<file path="config.mk">
export PLATFORM = sky130hd
export DESIGN_NAME = hazard_ctrl
export DESIGN_NICKNAME = d
export VERILOG_FILES = /design/src/rtl/hazard_ctrl_pkg.sv /design/src/rtl/hazard_mdu_seq.sv /design/src/rtl/hazard_ctrl.sv
export SDC_FILE = /design/constraint.sdc
export NUM_CORES = 1
export LEC_CHECK = 0
export BUFFER_PORTS_ARGS = -buffer_cell sky130_fd_sc_hd__buf_2
export CAP_MARGIN = 20
export CORE_MARGIN = 2
export CORE_UTILIZATION = 53
export DETAILED_ROUTE_END_ITERATION = 10
export GPL_ROUTABILITY_DRIVEN = 0
export PLACE_DENSITY = 0.93
export SKIP_CTS_REPAIR_TIMING = 1
export SKIP_LAST_GASP = 1
export SLEW_MARGIN = 0
export SYNTH_ARGS = -nofsm -noshare
export SYNTH_HDL_FRONTEND = slang
export SYNTH_SLANG_ARGS = --single-unit
</file>
<file path="constraint.sdc">
create_clock -name clk -period 3.05 [get_ports clk]
set_input_delay 0.305 -clock clk [delete_from_list [all_inputs] [get_ports clk]]
set_output_delay 0.305 -clock clk [all_outputs]
set_load 0.005 [all_outputs]
</file>
<file path="src/rtl/hazard_ctrl_pkg.sv">
// ============================================================================
// Module   : hazard_ctrl_pkg
// Brief    : Shared stall-bus layout and multiply/divide sequencer encodings.
// Revision : 1.0
// ============================================================================
`default_nettype none

package hazard_ctrl_pkg;

    localparam int STALL_W   = 4;
    localparam int STALL_PC  = 0;
    localparam int STALL_ID  = 1;
    localparam int STALL_EX  = 2;
    localparam int STALL_MEM = 3;

    // Wide enough to preload MDU_LATENCY-2 for the largest legal latency (255).
    localparam int MDU_CNT_W = 8;

    typedef enum logic [1:0] {
        SEQ_IDLE = 2'd0,
        SEQ_BUSY = 2'd1,
        SEQ_DONE = 2'd2
    } seq_state_t;

    function automatic logic [STALL_W-1:0] stall_upto(input int top_bit);
        logic [STALL_W-1:0] mask;
        mask = '0;
        for (int i = 0; i < STALL_W; i++) begin
            if (i <= top_bit) mask[i] = 1'b1;
        end
        return mask;
    endfunction

endpackage

`default_nettype wire

</file>
<file path="src/rtl/hazard_mdu_seq.sv">
// ============================================================================
// Module   : hazard_mdu_seq
// Brief    : Multiply/divide sequencer: holds the front end for MDU_LATENCY
//            cycles per op and pulses seq_done when the result is valid.
// Revision : 1.0
// ============================================================================
`default_nettype none

module hazard_mdu_seq
    import hazard_ctrl_pkg::*;
#(
    parameter int MDU_LATENCY = 32
) (
    input  logic clk,
    input  logic rst_n,
    input  logic md_start,
    input  logic abort,
    output logic seq_stall,
    output logic seq_busy,
    output logic seq_done
);

    // The start cycle itself is a stall cycle, so BUSY lasts MDU_LATENCY-1.
    localparam logic [MDU_CNT_W-1:0] CNT_LOAD = MDU_CNT_W'(MDU_LATENCY - 2);

    seq_state_t             state;
    seq_state_t             state_nxt;
    logic [MDU_CNT_W-1:0]   cnt;
    logic [MDU_CNT_W-1:0]   cnt_nxt;

    always_ff @(posedge clk or negedge rst_n) begin
        if (!rst_n) begin
            state <= SEQ_IDLE;
            cnt   <= '0;
        end else begin
            state <= state_nxt;
            cnt   <= cnt_nxt;
        end
    end

    always_comb begin
        state_nxt = state;
        cnt_nxt   = cnt;
        seq_stall = 1'b0;
        seq_busy  = 1'b0;
        seq_done  = 1'b0;

        case (state)
            SEQ_IDLE: begin
                if (md_start) begin
                    state_nxt = SEQ_BUSY;
                    cnt_nxt   = CNT_LOAD;
                    seq_stall = 1'b1;
                end
            end
            SEQ_BUSY: begin
                seq_busy  = 1'b1;
                seq_stall = 1'b1;
                if (cnt == '0) begin
                    state_nxt = SEQ_DONE;
                end else begin
                    cnt_nxt = cnt - 1'b1;
                end
            end
            SEQ_DONE: begin
                seq_busy = 1'b1;
                seq_done = 1'b1;
                if (md_start) begin
                    state_nxt = SEQ_BUSY;
                    cnt_nxt   = CNT_LOAD;
                    seq_stall = 1'b1;
                end else begin
                    state_nxt = SEQ_IDLE;
                end
            end
            default: begin
                state_nxt = SEQ_IDLE;
                cnt_nxt   = '0;
            end
        endcase

        if (abort) begin
            state_nxt = SEQ_IDLE;
            cnt_nxt   = '0;
        end
    end

endmodule

`default_nettype wire

</file>
<file path="src/rtl/hazard_ctrl.sv">
// ============================================================================
// Module   : hazard_ctrl
// Brief    : Pipeline hazard controller: load-use detection, multiply/divide
//            stall sequencing, exception flush priority and stall statistics.
//            Define HAZARD_MDU_EN to build the multiply/divide sequencer.
// Revision : 1.0
// ============================================================================
`default_nettype none

module hazard_ctrl
    import hazard_ctrl_pkg::*;
#(
    parameter int MDU_LATENCY = 32,
    parameter int STALL_CNT_W = 32
) (
    input  logic                   clk,
    input  logic                   rst_n,
    input  logic [4:0]             id_rs,
    input  logic [4:0]             id_rt,
    input  logic                   id_rs_read,
    input  logic                   id_rt_read,
    input  logic                   ex_load,
    input  logic                   ex_wreg_en,
    input  logic [4:0]             ex_wreg_addr,
    input  logic                   md_start,
    input  logic                   exc_req,
    output logic [STALL_W-1:0]     stall,
    output logic                   flush,
    output logic                   md_busy,
    output logic                   md_done,
    output logic [STALL_CNT_W-1:0] stall_cycles
);

    logic               load_use;
    logic               rs_hit;
    logic               rt_hit;
    logic               seq_stall;
    logic               seq_busy;
    logic               seq_done;
    logic [STALL_W-1:0] stall_merged;

    assign rs_hit   = id_rs_read && (id_rs == ex_wreg_addr);
    assign rt_hit   = id_rt_read && (id_rt == ex_wreg_addr);
    assign load_use = ex_load && ex_wreg_en && (ex_wreg_addr != 5'd0) && (rs_hit || rt_hit);

`ifdef HAZARD_MDU_EN
    hazard_mdu_seq #(
        .MDU_LATENCY (MDU_LATENCY)
    ) u_mdu_seq (
        .clk       (clk),
        .rst_n     (rst_n),
        .md_start  (md_start),
        .abort     (exc_req),
        .seq_stall (seq_stall),
        .seq_busy  (seq_busy),
        .seq_done  (seq_done)
    );
`else
    logic unused_mdu;
    assign unused_mdu = &{1'b0, md_start, 8'(MDU_LATENCY)};
    assign seq_stall  = 1'b0;
    assign seq_busy   = 1'b0;
    assign seq_done   = 1'b0;
`endif

    // Load-use bubbles EX; an MDU op also holds EX. An exception overrides both.
    always_comb begin
        stall_merged = '0;
        if (load_use) begin
            stall_merged = stall_merged | stall_upto(STALL_ID);
        end
        if (seq_stall) begin
            stall_merged = stall_merged | stall_upto(STALL_EX);
        end
        stall_merged[STALL_MEM] = 1'b0;
        if (exc_req) begin
            stall_merged = '0;
        end
    end

    assign stall   = rst_n ? stall_merged : '0;
    assign flush   = rst_n && exc_req;
    assign md_busy = rst_n && seq_busy;
    assign md_done = rst_n && seq_done;

    always_ff @(posedge clk or negedge rst_n) begin
        if (!rst_n) begin
            stall_cycles <= '0;
        end else if (stall[STALL_ID] && (stall_cycles != {STALL_CNT_W{1'b1}})) begin
            stall_cycles <= stall_cycles + 1'b1;
        end
    end

endmodule

`default_nettype wire

</file>
==> flow_summary.ini <==
[outcome]
outcome = completed

[routing]
drt-vias-per-instance = 5.24
drt_drc_violations_left = 0
drtPass1Iterations = 4
detail_route.wl_per_cell_um = 13.4
wl_um = 3750
ant_nets = 0
routed-via-count = 1473
drt_first_iter_violations = 29

[sta]
max_slew_margin_pct = 50.8
achievable-frequency_mhz = 394
summed_negative_setup_slack_over_all_endpoints_ns = 0
final_skew_ns = 0.00722
unrepaired_setup_endpoints_after_global_routing = false
final.setup.worst_slack_ns = 0.513
setup_viol = 0
hold_violations = 0
period_minus_slack_ns = 2.54
number_of_max_slew_violations_in_the_final_report = 0
tightest_slew_ns = 0.736
period_share_pct = 83.2

[critical_path]
worst-endpoint-arrival_ns = 2.76
worstReg2RegEnd = stall_cycles[1]$_DFFE_PN0P_
timing.critical_path.slowest_cell_delay_ns = 0.66
startpoint_type = flip-flop
cp_max_fo = 15
r2r_setup_slack_ns = 0.51
required_ns = 3.28
critical_path_class = reg -> reg
end_kind = flip-flop
cpMaxStageDelayCell = sky130_fd_sc_hd__o211ai_2
critical_path.cell_chain = ha_1, nand3_1, nor3_1, nand2_1, o211ai_2, mux2_2
rr_worst_depth = 6
critical_path.reg2reg.startpoint = stall_cycles[0]$_DFFE_PN0P_

[floorplanning]
fp-row-count = 20
io_pins = 62
design.core.area_um2 = 3080
die-width_um = 61.3
floorplan.die.height_um = 61.3
floorplan.die_area_um2 = 3760
start_util_pct = 56.5

[logic_synthesis]
postSynth.asyncResetShare_pct = 100
syn_inst = 177
synthTopCellsByArea = sky130_fd_sc_hd__dfrtp_1 (46%), sky130_fd_sc_hd__xor2_1 (13%), sky130_fd_sc_hd__xnor2_1 (7.5%)
portion_of_the_post_synthesis_area_used_by_sequential_elements_pct = 46.0
yosysWarningCount = 0
ys_ff_latch = 32
ys.flop_type = sky130_fd_sc_hd__dfrtp_1
postSynthAreaPerCell_um2 = 9.83
synth_area_um2 = 1740
dominant_cell_by_count_in_the_synthesized_netlist = sky130_fd_sc_hd__dfrtp_1
synth_largest_area_cell = sky130_fd_sc_hd__dfrtp_1
synth_enable_flop_cells = 0
yosysUniqueCellTypes = 30
synth.top_cells.by_count = sky130_fd_sc_hd__dfrtp_1 (32), sky130_fd_sc_hd__xor2_1 (26), sky130_fd_sc_hd__nor2_1 (16), sky130_fd_sc_hd__nand3_1 (15), sky130_fd_sc_hd__xnor2_1 (15)
synthDominantCellAreaShare_pct = 46.0

[cts]
clock_tree.buffer_depth = 2
cts_buf_count = 5
htreeDepth = 2
clkSlewWorstSetupHoldPaths_ns = 0.10
clock_sink_count = 32
cts_tree = done
clkLatencyLatePin_ns = 0.34
cts-root-buf = sky130_fd_sc_hd__clkbuf_4

[min_path]
min_path_type = in -> async

[cells_and_area]
finalNonFillerCells = 281
stdcell_area_um2 = 2100
register_ranked_first_by_flip_flop_count = stall_cycles
max_ffs_per_register = 32
areaGrowthSynthToFinish_pct = 20.6
drive_above_1_share_pct = 29.1
final_nets = 260
layout_top_registers = stall_cycles: 32 flops
antenna-diode-count = 0

[placement]
placedInstanceArea_um2 = 2040
place_ws_ns = 0.534
total_instance_count_after_detailed_placement = 273
port_buffers = 56
detailed_place_hpwl_um = 2820

[global_route]
vias_in_the_first_global_route = 1363
number_of_antenna_violations_at_the_first_check_in_global_routing = 0
globalRouteTotalUtil_pct = 22.3
grt_start_max_net_pins = 34
wire_length_of_the_first_global_routing_pass_um = 6080
grt_overflow = 0

[power]
total_leakage_power_nw = 1.19
p_per_area_nw_per_um2 = 349
vdd_ir_drop_max_mv = 0.260

[run]
cap_viol_max_count = 0
## worst max path at each step
stage                                        to  cells after the start  slack, ns                   startpoint
floorplan           stall_cycles[5]$_DFFE_PN0P_                      8       1.12  stall_cycles[0]$_DFFE_PN0P_
global placement    stall_cycles[1]$_DFFE_PN0P_                      6       0.63  stall_cycles[0]$_DFFE_PN0P_
detailed placement  stall_cycles[1]$_DFFE_PN0P_                      6       0.53  stall_cycles[0]$_DFFE_PN0P_
CTS                 stall_cycles[1]$_DFFE_PN0P_                      6       0.52  stall_cycles[0]$_DFFE_PN0P_
global route        stall_cycles[1]$_DFFE_PN0P_                      6       0.29  stall_cycles[0]$_DFFE_PN0P_
finish              stall_cycles[1]$_DFFE_PN0P_                      6       0.51  stall_cycles[0]$_DFFE_PN0P_
## worst max-delay path, delay by kind of cell, from the launching register on
family,cells,cell delay (ns)
multiplexers,1,0.40
flip-flops,1,0.44
adder cells (fa/ha/maj),1,0.21
AND/OR/NAND/NOR,3,0.72
AO/OA/AOI/OAI,1,0.66
## cell type report
cell class	count	area [um2]
Timing Repair Buffer	57	288
Sequential cell	32	801
Multi-Input combinational cell	134	875
Fill cell	243	978
Clock buffer	8	58.8
Tap cell	44	55.1
Inverter	6	22.5
## report_power, final
| group | internal, W | switching (W) | leakage, nW |
|---|---|---|---|
| Clock | 0.000114 | 0.000138 | 0.0326 |
| Combinational | 0.0000251 | 0.0000266 | 0.729 |
| Sequential | 0.000426 | 0.00000338 | 0.426 |
| Total | 0.000565 | 0.000168 | 1.19 |
## per-stage QoR
stage	power [W]	hold slack [ns]	utilization, %
2_1_floorplan	0.000461	0.00941	-
3_3_place_gp	0.000488	0.420	66.3
3_5_place_dp	0.000490	0.431	66.3
4_1_cts	0.000736	0.0679	68.2
5_1_grt	0.000760	0.0766	68.2
6_report	0.000733	0.0439	68.2
## logic make-up after synthesis
| logic type | share of synthesized area (%) |
|---|---|
| and+or+nand+nor | 26.0 |
| xor gates and xnor gates | 20.6 |
| DFF | 46.0 |
| buffers and inverters | 4.38 |
| AOI/OAI and AO/OA | 1.37 |
| adders and majority gates | 0.719 |
| other | 0.215 |
| muxes | 0.647 |
## layout by cell type, fill, tap and decap left out, types with 3 or more instances in the layout
master                      n
sky130_fd_sc_hd__clkbuf_4   5
sky130_fd_sc_hd__buf_2     56
sky130_fd_sc_hd__xor2_1    26
sky130_fd_sc_hd__nor3_1     9
sky130_fd_sc_hd__and4_1     3
sky130_fd_sc_hd__nand2_1   14
sky130_fd_sc_hd__dfrtp_1   32
sky130_fd_sc_hd__inv_1      6
sky130_fd_sc_hd__and3_1     5
sky130_fd_sc_hd__nand3_1   15
sky130_fd_sc_hd__xnor2_1   15
sky130_fd_sc_hd__nand4_1    5
sky130_fd_sc_hd__nor2_1    16
sky130_fd_sc_hd__nor4_1     8
sky130_fd_sc_hd__conb_1     4
## per-layer routing
layer	vias to the layer above	global-route usage [%]	wire [um]
met3	8	8.61	207
met1	703	27.2	1610
met5	-	0	0
met4	0	7.14	82
li1	722	-	-
met2	40	36.5	1860
No activity file was read; power rests on OpenSTA's default activity.
